## src/rtl/ooo_pkg.sv

```systemverilog
// Shared out-of-order core definitions for the reservation station slot logic.
package ooo_pkg;

  localparam int NUM_RS_SLOTS = 4;
  localparam int RS_IDX_W     = 2;

  typedef logic [RS_IDX_W-1:0]     rs_idx_t;
  typedef logic [NUM_RS_SLOTS-1:0] rs_mask_t;

  // Number of clear bits in an occupancy mask; result spans 0..NUM_RS_SLOTS.
  function automatic logic [RS_IDX_W:0] count_clear(input rs_mask_t mask);
    logic [RS_IDX_W:0] total;
    total = '0;
    for (int i = 0; i < NUM_RS_SLOTS; i++) begin
      if (!mask[i]) total = total + 1'b1;
    end
    return total;
  endfunction

endpackage

```

## src/rtl/rr_pick4.sv

```systemverilog
// Rotating-priority picker over four slots: the first available slot at or after
// the start index (wrapping) wins. With nothing available, idx stays at start
// so the downstream decoder address remains stable.
module rr_pick4
  import ooo_pkg::*;
(
  input  logic [3:0] avail,
  input  logic [1:0] start,
  output logic       found,
  output logic [1:0] idx
);

  // Walk start, start+1, ... modulo 4 and latch the first available candidate.
  always_comb begin
    logic [1:0] cand;
    found = 1'b0;
    idx   = start;
    cand  = start;
    for (int i = 0; i < 4; i++) begin
      cand = start + 2'(i);
      if (!found && avail[cand]) begin
        found = 1'b1;
        idx   = cand;
      end
    end
  end

endmodule

```

## src/rtl/rs_slot_allocator.sv

```systemverilog
// Reservation station slot allocator: round-robin selection of a free entry,
// occupancy tracking across dispatch/issue-release/flush, and a pulse when the
// issue side releases a slot that was not occupied.
module rs_slot_allocator
  import ooo_pkg::*;
#(
  parameter int NUM_SLOTS = NUM_RS_SLOTS,
  parameter int IDX_W     = $clog2(NUM_SLOTS)
) (
  input  logic                 clk,
  input  logic                 reset_n,
  input  logic                 alloc_req,
  output logic                 alloc_ready,
  output logic [IDX_W-1:0]     alloc_addr,
  output logic                 alloc_en,
  input  logic [NUM_SLOTS-1:0] free_vec,
  input  logic                 flush,
  output logic [NUM_SLOTS-1:0] busy,
  output logic [IDX_W:0]       free_count,
  output logic                 err_free
);

  // The write-select decoder downstream is strictly 2-to-4.
  if (NUM_SLOTS != 4) begin : g_bad_slots
    $error("rs_slot_allocator: NUM_SLOTS must be 4");
  end

  rs_idx_t  rr_ptr;
  rs_mask_t busy_next;
  rs_idx_t  rr_ptr_next;
  logic     err_next;
  logic     pick_found;
  rs_idx_t  pick_idx;
  rs_mask_t alloc_mask;

  // Selection works from registered occupancy, so a slot freed this cycle is
  // only offered from the next cycle onward.
  rr_pick4 u_pick (
    .avail (~busy),
    .start (rr_ptr),
    .found (pick_found),
    .idx   (pick_idx)
  );

  assign alloc_ready = pick_found;
  assign alloc_addr  = pick_idx;
  assign alloc_en    = alloc_req & pick_found & ~flush;

  // Next occupancy, pointer and error flag; the alloc set is applied after the
  // release mask so it wins on a shared slot, and flush overrides everything.
  always_comb begin
    alloc_mask  = '0;
    busy_next   = busy;
    rr_ptr_next = rr_ptr;
    err_next    = 1'b0;
    if (alloc_en) alloc_mask = rs_mask_t'(1) << alloc_addr;
    if (flush) begin
      busy_next   = '0;
      rr_ptr_next = '0;
    end else begin
      busy_next = (busy & ~free_vec) | alloc_mask;
      err_next  = |(free_vec & ~busy);
      if (alloc_en) rr_ptr_next = alloc_addr + 1'b1;
    end
  end

  // State registers; reset returns to an empty station with the pointer at slot 0.
  always_ff @(posedge clk or negedge reset_n) begin
    if (!reset_n) begin
      busy       <= '0;
      rr_ptr     <= '0;
      free_count <= (IDX_W+1)'(NUM_SLOTS);
      err_free   <= 1'b0;
    end else begin
      busy       <= busy_next;
      rr_ptr     <= rr_ptr_next;
      free_count <= count_clear(busy_next);
      err_free   <= err_next;
    end
  end

endmodule
```

## config.mk

```make
export PLATFORM = sky130hd
export DESIGN_NAME = rs_slot_allocator
export DESIGN_NICKNAME = d
export VERILOG_FILES = /design/src/rtl/ooo_pkg.sv /design/src/rtl/rr_pick4.sv /design/src/rtl/rs_slot_allocator.sv
export SDC_FILE = /design/constraint.sdc
export NUM_CORES = 1
export LEC_CHECK = 0
export BUFFER_PORTS_ARGS = -buffer_cell sky130_fd_sc_hd__buf_2
export CAP_MARGIN = 10
export CORE_UTILIZATION = 45
export CTS_BUF_LIST = sky130_fd_sc_hd__clkbuf_16
export DETAILED_ROUTE_END_ITERATION = 10
export PLACE_DENSITY = 0.7
export SYNTH_ARGS = -nofsm -noshare
export SYNTH_HDL_FRONTEND = slang
export SYNTH_SLANG_ARGS = --single-unit
```

## constraint.sdc

```tcl
create_clock -name clk -period 4.24 [get_ports clk]
set_input_delay 0.424 -clock clk [delete_from_list [all_inputs] [get_ports clk]]
set_output_delay 0.424 -clock clk [all_outputs]
set_load 0.03 [all_outputs]
```

==> flow_summary_export.csv <==
group,metric,value,unit
floorplan,floorplan.initialDensity,48.9,%
global_routing,grt_overflow_total,0,
critical_path,path_class,"reg -> reg",
yosys,yosys.area_share.adder,10.1,%
yosys,synth_top_family_by_area,"compound AO/OA/AOI/OAI gates",
critical_path,cp_max_fo,9,
cts,tritoncts,"yes",
cells_and_area,diodes,0,
yosys,synth_cell_types,39,
timing,finalHoldViolCount,0,
critical_path,crit_start,"busy[0]$_DFF_PN0_",
pwr,peakVddDrop,305,uV
timing,worst_slew_pin_slew,432,ps
placed_design,dp.cells,103,
critical_path,critical_path_buf_inv_count,1,
cts,cts_buffer_depth,2,
cts,insertion_delay,230,ps
critical_path,worstSetupEndpoint,"free_count[1]$_DFF_PN0_",
outcome,outcome,"finished, final reports clean",
critical_path,crit_cells,13,
global_routing,track_usage,18.8,%
timing,fin_crit,3370,ps
critical_path,ff2ff_path_depth,13,
pwr,swShare,41.3,%
global_routing,grt_first_pass_wirelength,2.60,mm
drt,routed_wl,1.52,mm
timing,drv_slew,0,
timing,max_freq,296,MHz
pwr,power.switching,0.270,mW
drt,drtIter0Drc,17,
placed_design,dp_slack,869,ps
critical_path,crit_top_cell,"ha_1",
hold_path,hold_path.class,"in -> async",
cts,htree_levels,1,
drt,postRouteAntennaNets,0,
pwr,seq_power_share,24.7,%
critical_path,cp-start-kind,"flip-flop",
drt,vias,622,
yosys,synth-simple-area-share,18.5,%
cells_and_area,final_common_cell,"buf_2",
placed_design,dp_hpwl,1.21,mm
cts,cts_setup_buffers,0,
cells_and_area,drive_gt1_share,38.5,%
run,maxCapViolCount,0,
pwr,p_per_area,703,nW/um2
yosys,synth_cells,70,
yosys,synth_xor_area_share,6.05,%
cts,cts_buffers,3,
pwr,power_leakage,0.472,nW
global_routing,antenna_found_initial,0,
critical_path,crit_path_end_kind,"flip-flop",
yosys,avgSynthCellArea,10.6,um2
timing,fin_worst_skew,2.52,ps
cells_and_area,syn2layout_area_growth,24.9,%
timing,fin_ws,866,ps
yosys,syn_area,744,um2
yosys,synthTopCellsByArea,"dfrtp_1 (30%), ha_1 (10%), a31oi_4 (5.7%)",
critical_path,crit_required,4360,ps
critical_path,slowest_delay,540,ps
yosys,ys_warn_count,0,
cts,cts_resized,0,
cts,path_clk_slew,40,ps
cts,clkSinkCount,10,
timing,rsz0062_at_grt,"false",
cells_and_area,fin_nets,106,
drt,drc_errors,0,
drt,first_pass_iters,4,
drt,vias_per_cell,5.81,
critical_path,cp.arrival,3490,ps
critical_path,critPathSlowestCell,"dfrtp_1",
yosys,synth_nets,84,
yosys,synthArstFlopShare,100,%
yosys,synth_compound_area_share,22.5,%
pwr,combPwrFrac,50.2,%
critical_path,crit_family,"compound AO/OA/AOI/OAI gates",
yosys,synth_seq_area_share,33.8,%
global_routing,grt_max_degree,12,
cts,cts_root_buf,"clkbuf_16",
pwr,intPower,0.384,mW
yosys,ys_seq_elements,10,
timing,slew_headroom,71.2,%
cells_and_area,final_cell_mix,"buf_2 (19), inv_1 (10), dfrtp_1 (9)",
timing,setup_viol,0,
floorplan,row_count,14,
yosys,ys_dominant_reg_cell,"dfrtp_1",
pwr,power_frac_clock,25.1,%
floorplan,die_w,42.7,um
critical_path,r2r_end,"free_count[1]$_DFF_PN0_",
drt,routedWlPerCell,14.2,um
cells_and_area,nFillCells,126,
cts,postCtsHoldBufs,0,
critical_path,cp_cell_sequence,"nand2_1 -> a22o_2 -> a221oi_2 -> inv_1 -> ha_1 -> a32o_2 -> nand2b_1 -> ha_1 -> nor4b_1 -> a41o_2 -> a31oi_4 -> ha_1 -> mux2_4",
yosys,yosys.area.top_type,"dfrtp_1",
timing,period_share,79.6,%
placed_design,place_congestion,0.828,
pwr,total_power,0.653,mW
cells_and_area,finalNonFillerCells,107,
global_routing,grt_pass1_vias,620,
yosys,synth_mux_area_share,2.02,%
critical_path,r2r_slack,870,ps
placed_design,port_buffers,19,
floorplan,io-pin-count,20,
floorplan,fp.dieH,42.7,um
yosys,synth_edf_count,0,
critical_path,reg2reg_from,"busy[0]$_DFF_PN0_",
floorplan,die_area,1820,um2
floorplan,core,1520,um2
timing,fin_tns_setup,0,ps
yosys,yosysTopAreaCellShare,30.3,%
[stage by stage]
step | utilization, % | hold WS (ps) | instance area (um2)
CTS | 61.0 | 41.2 | 930
floorplan | - | 128 | 744
global route | 61.0 | 49.5 | 930
finish | 61.0 | 34.8 | 930
detailed placement | 55.8 | 286 | 851
global placement | 55.8 | 285 | 851
[cell usage after synthesis, types with 2 or more instances]
library cell,instances
dfrtp_1,9
inv_1,10
nor2b_1,2
nand3_1,2
nor3b_1,2
nand2_1,4
nand2b_1,2
ha_1,6
a21oi_1,2
a31oi_4,2
[layout make-up]
type                            instances  area, um2  area share (%)
Clock inverter                          1       3.75           0.404
Inverter                               11       43.8            4.71
Timing Repair Buffer                   19       95.1            10.2
Sequential cell                        10        251            27.1
Multi-Input combinational cell         47        440            47.4
Clock buffer                            3       75.1            8.08
Tap cell                               16       20.0            2.15
[cells by family after synthesis]
family,after synthesis
compound gates,17
fa+ha+maj,6
xor+xnor,3
simple gates,20
mux,1
buf+inv,13
flops,10
[power groups by stage]
stage | clock network [mW] | registers (mW) | logic, mW
3_5_place_dp | 0 | 0.162 | 0.330
4_1_cts | 0.165 | 0.161 | 0.332
2_1_floorplan | 0 | 0.193 | 0.222
5_1_grt | 0.171 | 0.165 | 0.357
6_report | 0.164 | 0.162 | 0.328
3_3_place_gp | 0 | 0.161 | 0.321
[worst register-to-register path, cell delays in order, from the launching register on]
cell and delay, ps:
dfrtp_1 540, nand2_1 100, a22o_2 270, a221oi_2 410, inv_1 130, ha_1 220
a32o_2 290, nand2b_1 110, ha_1 200, nor4b_1 60, a41o_2 250, a31oi_4 160
ha_1 260, mux2_4 270
[sequential cells by signal (all words and copies together), names as in the netlist]
signal and cells:
free_count 3, rr_ptr 2, err_free 1, busy 4
[how the worst min path moves through the flow]
stage / to / start / slack, ps
after floorplan: busy[0]$_DFF_PN0_ / reset_n / 130
after global placement: rr_ptr[0]$_DFFE_PN0P_ / reset_n / 290
after detailed placement: rr_ptr[0]$_DFFE_PN0P_ / reset_n / 290
after CTS: rr_ptr[0]$_DFFE_PN0P_ / reset_n / 40
after global routing: rr_ptr[0]$_DFFE_PN0P_ / reset_n / 50
final: rr_ptr[0]$_DFFE_PN0P_ / reset_n / 30
[per-layer routing]
layer | GRT usage (%) | up-vias | wire, um
li1 | - | 293 | -
met1 | 24.3 | 300 | 680
met2 | 31.5 | 27 | 752
met3 | 2.55 | 2 | 72
met4 | 7.50 | 0 | 10
met5 | 0 | - | 0
Power figures use the tool's default switching activity.
